<file path="config.mk">
export PLATFORM = sky130hd
export DESIGN_NAME = axis_spi_burst_master
export DESIGN_NICKNAME = d
export VERILOG_FILES = /design/src/rtl/axis_spi_pkg.sv /design/src/rtl/spi_clk_gen.sv /design/src/rtl/axis_spi_burst_master.sv
export SDC_FILE = /design/constraint.sdc
export NUM_CORES = 1
export LEC_CHECK = 0
export ABC_AREA = 1
export BUFFER_PORTS_ARGS = -buffer_cell sky130_fd_sc_hd__buf_2
export CORE_MARGIN = 4
export CORE_UTILIZATION = 40
export DETAILED_ROUTE_END_ITERATION = 7
export GPL_TIMING_DRIVEN = 1
export SYNTH_ARGS = -nofsm -noshare
export SYNTH_HDL_FRONTEND = slang
export SYNTH_SLANG_ARGS = --single-unit
export TNS_END_PERCENT = 50
</file>
<file path="constraint.sdc">
create_clock -name clk_i -period 2 [get_ports clk_i]
set_input_delay 0.3 -clock clk_i [delete_from_list [all_inputs] [get_ports clk_i]]
set_output_delay 0.3 -clock clk_i [all_outputs]
set_load 0.02 [all_outputs]
</file>
<file path="src/rtl/axis_spi_pkg.sv">
// rtl/axis_spi_pkg.sv - shared FSM state and SPI mode types for the AXIS SPI burst master
package axis_spi_pkg;

   typedef enum logic [2:0] {
      IDLE  = 3'd0,
      LOAD  = 3'd1,
      SHIFT = 3'd2,
      NEXT  = 3'd3,
      GAP   = 3'd4
   } state_t;

   typedef struct packed {
      logic cpol;
      logic cpha;
      logic lsb_first;
   } mode_t;

endpackage

</file>
<file path="src/rtl/spi_clk_gen.sv">
// rtl/spi_clk_gen.sv - half-period tick and SCLK toggle index generator
// Counts are cleared whenever run_i is low, so every word starts from toggle 0.
module spi_clk_gen #(
   parameter int DIV     = 2,
   parameter int TOGGLES = 16,
   localparam int TW     = $clog2(TOGGLES + 1)
) (
   input  logic          clk_i,
   input  logic          rst_i,
   input  logic          run_i,
   output logic          tick_o,
   output logic [TW-1:0] tog_o
);

   localparam int CW = (DIV > 1) ? $clog2(DIV) : 1;

   logic [CW-1:0] div_q, div_d;
   logic [TW-1:0] tog_q, tog_d;
   logic          tick;

   always_comb begin
      tick  = run_i && (div_q == CW'(DIV - 1));
      div_d = div_q;
      tog_d = tog_q;
      if (!run_i) begin
         div_d = '0;
         tog_d = '0;
      end else if (tick) begin
         div_d = '0;
         tog_d = tog_q + TW'(1);
      end else begin
         div_d = div_q + CW'(1);
      end
   end

   always_ff @(posedge clk_i) begin
      if (rst_i) begin
         div_q <= '0;
         tog_q <= '0;
      end else begin
         div_q <= div_d;
         tog_q <= tog_d;
      end
   end

   assign tick_o = tick;
   assign tog_o  = tog_q;

endmodule

</file>
<file path="src/rtl/axis_spi_burst_master.sv">
// rtl/axis_spi_burst_master.sv - AXI-Stream fed SPI master with multi-word chip-select bursts
// Words sharing a burst keep CS low; a burst ends on s_axis_tlast and is followed by a CS-high gap.
module axis_spi_burst_master
   import axis_spi_pkg::*;
#(
   parameter int DATA_WIDTH = 8,
   parameter int MAIN_CLK   = 27_000_000,
   parameter int SPI_CLK    = 6_750_000,
   parameter int SLAVE_NUM  = 4,
   parameter int WAIT_TIME  = 50,
   localparam int ADDR_W    = (SLAVE_NUM > 1) ? $clog2(SLAVE_NUM) : 1
) (
   input  logic                  clk_i,
   input  logic                  rst_i,
   input  logic                  cpol_i,
   input  logic                  cpha_i,
   input  logic                  lsb_first_i,
   input  logic [ADDR_W-1:0]     addr_i,
   output logic                  spi_clk_o,
   output logic [SLAVE_NUM-1:0]  spi_cs_o,
   output logic                  spi_mosi_o,
   input  logic                  spi_miso_i,
   input  logic [DATA_WIDTH-1:0] s_axis_tdata,
   input  logic                  s_axis_tvalid,
   output logic                  s_axis_tready,
   input  logic                  s_axis_tlast,
   output logic [DATA_WIDTH-1:0] m_axis_tdata,
   output logic                  m_axis_tvalid,
   input  logic                  m_axis_tready,
   output logic                  m_axis_tlast
);

   localparam int DIV     = MAIN_CLK / (2 * SPI_CLK);
   localparam int TOGGLES = 2 * DATA_WIDTH;
   localparam int TW      = $clog2(TOGGLES + 1);
   localparam int IW      = (DATA_WIDTH > 1) ? $clog2(DATA_WIDTH) : 1;
   localparam int GW      = (WAIT_TIME > 1) ? $clog2(WAIT_TIME + 1) : 1;

   generate
      if (DIV < 1) begin : g_div_check
         $error("axis_spi_burst_master: MAIN_CLK/(2*SPI_CLK) must be at least 1");
      end
   endgenerate

   function automatic logic [SLAVE_NUM-1:0] cs_decode(input logic [ADDR_W-1:0] a);
      logic [SLAVE_NUM-1:0] r;
      r = '1;
      for (int i = 0; i < SLAVE_NUM; i++) begin
         if (int'(a) == i) r[i] = 1'b0;
      end
      return r;
   endfunction

   function automatic logic first_bit(input logic [DATA_WIDTH-1:0] d, input logic lsb);
      return lsb ? d[0] : d[DATA_WIDTH-1];
   endfunction

   state_t                 state_q, state_d;
   mode_t                  mode_q, mode_d;
   logic [ADDR_W-1:0]      addr_q, addr_d;
   logic [DATA_WIDTH-1:0]  tx_q, tx_d;
   logic                   last_q, last_d;
   logic [DATA_WIDTH-1:0]  rx_q, rx_d;
   logic                   sclk_q, sclk_d;
   logic                   mosi_q, mosi_d;
   logic [SLAVE_NUM-1:0]   cs_q, cs_d;
   logic [GW-1:0]          gap_q, gap_d;
   logic [DATA_WIDTH-1:0]  m_data_q, m_data_d;
   logic                   m_last_q, m_last_d;
   logic                   m_valid_q, m_valid_d;

   logic                   tick;
   logic [TW-1:0]          tog;
   logic                   m_free, s_ready, s_hs;
   logic                   odd_toggle, sample, last_toggle;
   logic [TW:0]            bit_idx;
   logic [IW-1:0]          bit_sel;
   logic [DATA_WIDTH-1:0]  rx_shift;

   spi_clk_gen #(
      .DIV     (DIV),
      .TOGGLES (TOGGLES)
   ) u_clk_gen (
      .clk_i  (clk_i),
      .rst_i  (rst_i),
      .run_i  (state_q == SHIFT),
      .tick_o (tick),
      .tog_o  (tog)
   );

   always_comb begin
      state_d   = state_q;
      mode_d    = mode_q;
      addr_d    = addr_q;
      tx_d      = tx_q;
      last_d    = last_q;
      rx_d      = rx_q;
      sclk_d    = sclk_q;
      mosi_d    = mosi_q;
      cs_d      = cs_q;
      gap_d     = gap_q;
      m_data_d  = m_data_q;
      m_last_d  = m_last_q;
      m_valid_d = m_valid_q;

      // A new word is only accepted when its result has somewhere to land.
      m_free  = !m_valid_q || m_axis_tready;
      s_ready = !rst_i && ((state_q == IDLE) || (state_q == NEXT)) && m_free;
      s_hs    = s_ready && s_axis_tvalid;

      odd_toggle  = ~tog[0];
      sample      = mode_q.cpha ? ~odd_toggle : odd_toggle;
      last_toggle = (tog == TW'(TOGGLES - 1));
      bit_idx     = ({1'b0, tog} + (TW + 1)'(mode_q.cpha ? 0 : 1)) >> 1;
      bit_sel     = mode_q.lsb_first ? bit_idx[IW-1:0] : IW'(DATA_WIDTH - 1) - bit_idx[IW-1:0];
      rx_shift    = mode_q.lsb_first ? {spi_miso_i, rx_q[DATA_WIDTH-1:1]}
                                     : {rx_q[DATA_WIDTH-2:0], spi_miso_i};

      if (m_valid_q && m_axis_tready) m_valid_d = 1'b0;

      case (state_q)
         IDLE: begin
            sclk_d = cpol_i;
            mosi_d = 1'b0;
            cs_d   = '1;
            if (s_hs) begin
               tx_d             = s_axis_tdata;
               last_d           = s_axis_tlast;
               addr_d           = addr_i;
               mode_d.cpol      = cpol_i;
               mode_d.cpha      = cpha_i;
               mode_d.lsb_first = lsb_first_i;
               cs_d             = cs_decode(addr_i);
               mosi_d           = first_bit(s_axis_tdata, lsb_first_i);
               state_d          = LOAD;
            end
         end
         LOAD: begin
            rx_d    = '0;
            cs_d    = cs_decode(addr_q);
            state_d = SHIFT;
         end
         SHIFT: begin
            if (tick) begin
               sclk_d = ~sclk_q;
               if (sample) begin
                  rx_d = rx_shift;
               end else if (bit_idx < (TW + 1)'(DATA_WIDTH)) begin
                  mosi_d = tx_q[bit_sel];
               end
               if (last_toggle) begin
                  m_data_d  = sample ? rx_shift : rx_q;
                  m_last_d  = last_q;
                  m_valid_d = 1'b1;
                  if (last_q) begin
                     cs_d    = '1;
                     mosi_d  = 1'b0;
                     gap_d   = '0;
                     state_d = GAP;
                  end else begin
                     state_d = NEXT;
                  end
               end
            end
         end
         NEXT: begin
            sclk_d = mode_q.cpol;
            if (s_hs) begin
               tx_d    = s_axis_tdata;
               last_d  = s_axis_tlast;
               mosi_d  = first_bit(s_axis_tdata, mode_q.lsb_first);
               state_d = LOAD;
            end
         end
         GAP: begin
            sclk_d = mode_q.cpol;
            cs_d   = '1;
            mosi_d = 1'b0;
            if (WAIT_TIME <= 1 || gap_q == GW'(WAIT_TIME - 1)) begin
               gap_d   = '0;
               state_d = IDLE;
            end else begin
               gap_d = gap_q + GW'(1);
            end
         end
         default: begin
            state_d = IDLE;
         end
      endcase
   end

   always_ff @(posedge clk_i) begin
      if (rst_i) begin
         state_q   <= IDLE;
         mode_q    <= '0;
         addr_q    <= '0;
         tx_q      <= '0;
         last_q    <= 1'b0;
         rx_q      <= '0;
         sclk_q    <= 1'b0;
         mosi_q    <= 1'b0;
         cs_q      <= '1;
         gap_q     <= '0;
         m_data_q  <= '0;
         m_last_q  <= 1'b0;
         m_valid_q <= 1'b0;
      end else begin
         state_q   <= state_d;
         mode_q    <= mode_d;
         addr_q    <= addr_d;
         tx_q      <= tx_d;
         last_q    <= last_d;
         rx_q      <= rx_d;
         sclk_q    <= sclk_d;
         mosi_q    <= mosi_d;
         cs_q      <= cs_d;
         gap_q     <= gap_d;
         m_data_q  <= m_data_d;
         m_last_q  <= m_last_d;
         m_valid_q <= m_valid_d;
      end
   end

   assign spi_clk_o     = sclk_q;
   assign spi_cs_o      = cs_q;
   assign spi_mosi_o    = mosi_q;
   assign s_axis_tready = s_ready;
   assign m_axis_tdata  = m_data_q;
   assign m_axis_tlast  = m_last_q;
   assign m_axis_tvalid = m_valid_q;

endmodule
</file>
==> impl_metrics.csv <==
group,metric,value,unit
run_status,status,"complete, but fails checks",
run_status,failed_checks,"setup timing",
grt,grt_overflow_total,0,
synth,postSynthCellCount,388,
timing,slew_viol_final,0,
floorplanning,die_y,90.3,µm
detailed_routing,routed-wl-met3,184,µm
job,cap_viol_max_count,0,
clock_tree,clkSinkCount,53,
critical_path,slowest_stage,"dfxtp_4",
layout,num_antenna_cells,0,
critical_path,critPathLaunch,"u_clk_gen.tog_o[0]$_SDFFE_PP0P_",
placed_design,gp_congestion,0.821,
floorplanning,ios,36,
detailed_routing,wirelength,6080,µm
floorplanning,start_util,42.0,%
synth,ys_types,35,
synth,avgSynthCellArea,6.98,µm²
critical_path,cp_max_fo,6,
worst_hold_path,min_path_type,"primary input to register",
floorplanning,die-area,8160,µm²
detailed_routing,vias,2534,
worst_hold_path,holdCritStartpoint,"s_axis_tdata[6]",
clock_tree,clock_latency,0.30,ns
clock_tree,cts.clk_slew.worst_paths,0.09,ns
power_and_ir_drop,power_density,957,nW/µm²
synth,syn_area,2710,µm²
grt,grt_usage,15.6,%
clock_tree,cts_htree_levels,2,
detailed_routing,postRouteAntennaNets,0,
synth,synth-simple-area-share,32.1,%
critical_path,start_kind,"register",
critical_path,crit_top_cell,"inv_2",
critical_path,worst_path_largest_cell_delay,0.38,ns
power_and_ir_drop,power,3020,µW
power_and_ir_drop,p_leak,0.00128,µW
detailed_routing,firstDrtPassIters,4,
synth,synth_nets,413,
clock_tree,cts_root_buffer,"clkbuf_8",
layout,fin_nets,451,
critical_path,reg2reg_slack,-0.008,ns
detailed_routing,dr_wl_met2,2820,µm
timing,finalCritPeriodShare,100,%
synth,synth.yosys.seq_area_share,39.2,%
clock_tree,cts_buffer_depth,2,
critical_path,crit_path_end_kind,"register",
grt,grt_pass1_vias,2337,
synth,synth_compound_area_share,17.8,%
detailed_routing,remaining_drc_errors,0,
timing,slew_headroom,68.8,%
timing,hold_viol,0,
timing,tightest_slew,0.468,ns
timing,fin_crit,2.01,ns
timing,clock_skew,0.00890,ns
timing,grt_setup_unrepaired,"yes",
layout,final_cell_mix,"nand2_1 (89), dfxtp_1 (51), a21oi_1 (36)",
timing,fin_ws,-0.00813,ns
timing,final.setup.tns,-0.0126,ns
critical_path,crit_type,"register to register",
grt,grt_pass1_wl,10700,µm
synth,ys_warn_count,0,
grt,grt_max_degree,21,
placed_design,post-dp-hpwl,4630,µm
floorplanning,die_w,90.3,µm
timing,max_freq,0.498,GHz
floorplanning,fp-row-count,29,
clock_tree,cts_buffers,5,
detailed_routing,wl_per_cell,12.1,µm
critical_path,crit_chain,"ha_4, inv_2, nor3_2, ha_2, inv_4, o21ai_4, inv_2, buf_4, nor2_4, inv_2, nor2_2, nand2_1, xor2_1, nor2_1",
grt,antenna_found_initial,0,
placed_design,io_buffers,35,
layout,drive_gt1_share,20.6,%
layout,area_growth,16.3,%
critical_path,worstPathArrival,2.20,ns
synth,muxShareOfSynthArea,0.369,%
layout,mostFrequentLayoutCell,"nand2_1",
power_and_ir_drop,vdd_drop_max,0.497,mV
layout,utilization,48.8,%
critical_path,timing.rr.start,"u_clk_gen.tog_o[0]$_SDFFE_PP0P_",
clock_tree,tritoncts,"built",
synth,synth_top_family_by_area,"simple AND/OR/NAND/NOR gates",
synth,synth-adder-area-share,2.77,%
timing,setup_viol,2,
floorplanning,coreArea,6460,µm²
detailed_routing,met1_length,3010,µm
detailed_routing,drtIter0Drc,147,
clock_tree,ctsHoldBuffers,0,
detailed_routing,viasPerCell,5.03,
synth,synth_xor_area_share,0.323,%
detailed_routing,highest_layer,"met4",
synth,ys_ff_latch,53,
critical_path,critPathRequiredTime,2.20,ns
==> worst max-delay path: cells and delay by family, from the launching register on <==
family	cells	cell delay, ns
AND/OR/NAND/NOR	5	0.53
flip-flops	1	0.38
buffers and inverters	5	0.36
adder cells (fa/ha/maj)	2	0.35
AO/OA/AOI/OAI	1	0.16
XOR/XNOR	1	0.12
==> layout make-up <==
type                            count  area (µm²)
Multi-Input combinational cell    285        1490
Timing Repair Buffer               44         243
Fill cell                         645        3310
Clock inverter                      1        30.0
Clock buffer                        7        86.3
Tap cell                           77        96.3
Inverter                           37         141
Sequential cell                    53        1070
==> flip-flops by register name (all words and copies together), names as in the netlist, 2 cells and up <==
register,count
addr_q,2
gap_q,6
m_axis_tdata,8
mode_q,3
rx_q,8
spi_cs_o,4
state_q,3
tx_q,8
u_clk_gen.tog_o,5
==> stage by stage <==
step / cells / area (µm²) / worst slack, ns / hold slack, ns
2_1_floorplan: 388 / 2710 / 0.204 / 0.430
3_3_place_gp: 494 / 2970 / 0.0892 / 0.448
3_5_place_dp: 494 / 2970 / 0.0753 / 0.454
4_1_cts: 502 / 3090 / 0.0497 / 0.215
5_1_grt: 504 / 3150 / -0.212 / 0.215
6_report: 504 / 3150 / -0.00813 / 0.230
==> power breakdown <==
group          switching [µW]  total (µW)  internal (µW)
clock                     333         741            408
combinational             666        1020            355
sequential               83.4        1260           1170
total                    1080        3020           1930
==> Yosys cell counts <==
cell      instances  area share [%]
nand2_1          89              12
dfxtp_1          53              39
a21oi_1          40             7.4
o21ai_0          38             7.0
inv_1            32             4.4
nor2_1           32             4.4
nand3_1          28             5.2
nor3_1           13             2.4
clkbuf_1          6            0.83
ha_1              6             2.8
buf_2             5            0.92
inv_2             5            0.69
or2_2             5             1.2
nor2_2            4            0.92
or2_1             4            0.92
a211oi_1          3            0.83
o21ai_2           3            0.97
nand2_2           2            0.46
nand3_4           2             1.3
nor2_4            2            0.83
o21bai_1          2            0.55
a31oi_1           1            0.23
and3_1            1            0.23
buf_6             1            0.42
clkbuf_2          1            0.18
mux2i_1           1            0.37
nand2_4           1            0.42
nand3b_1          1            0.28
nand4_1           1            0.23
nor3b_1           1            0.28
nor4_4            1            0.78
o211ai_1          1            0.28
o21a_1            1            0.28
o22ai_1           1            0.23
xor2_1            1            0.32
==> cells by family after synthesis <==
kind of cell               after synthesis
AOI/OAI and AO/OA                       90
xor gates and xnor gates                 1
adders and majority gates                6
buffers and inverters                   50
DFF                                     53
muxes                                    1
and+or+nand+nor                        187
==> repair_timing <==
action	in CTS	in global routing
resized for setup	0	20
setup buffers	0	2
endpoints found under the setup margin	0	9
==> path summary, 6_finish.rpt <==
kind,to,cells past startpoint
min reg2reg,tx_q[5]$_SDFFE_PP0P_,2
max,gap_q[4]$_SDFFE_PP0P_,14
min,tx_q[6]$_SDFFE_PP0P_,3
max reg2reg,gap_q[4]$_SDFFE_PP0P_,14
==> routing by layer <==
metal,GRT usage (%),vias up
met5,0,-
met4,4.59,0
met3,3.00,6
met2,25.0,32
met1,21.4,1139
li1,-,1357
No activity file was read; power rests on OpenSTA's default activity.
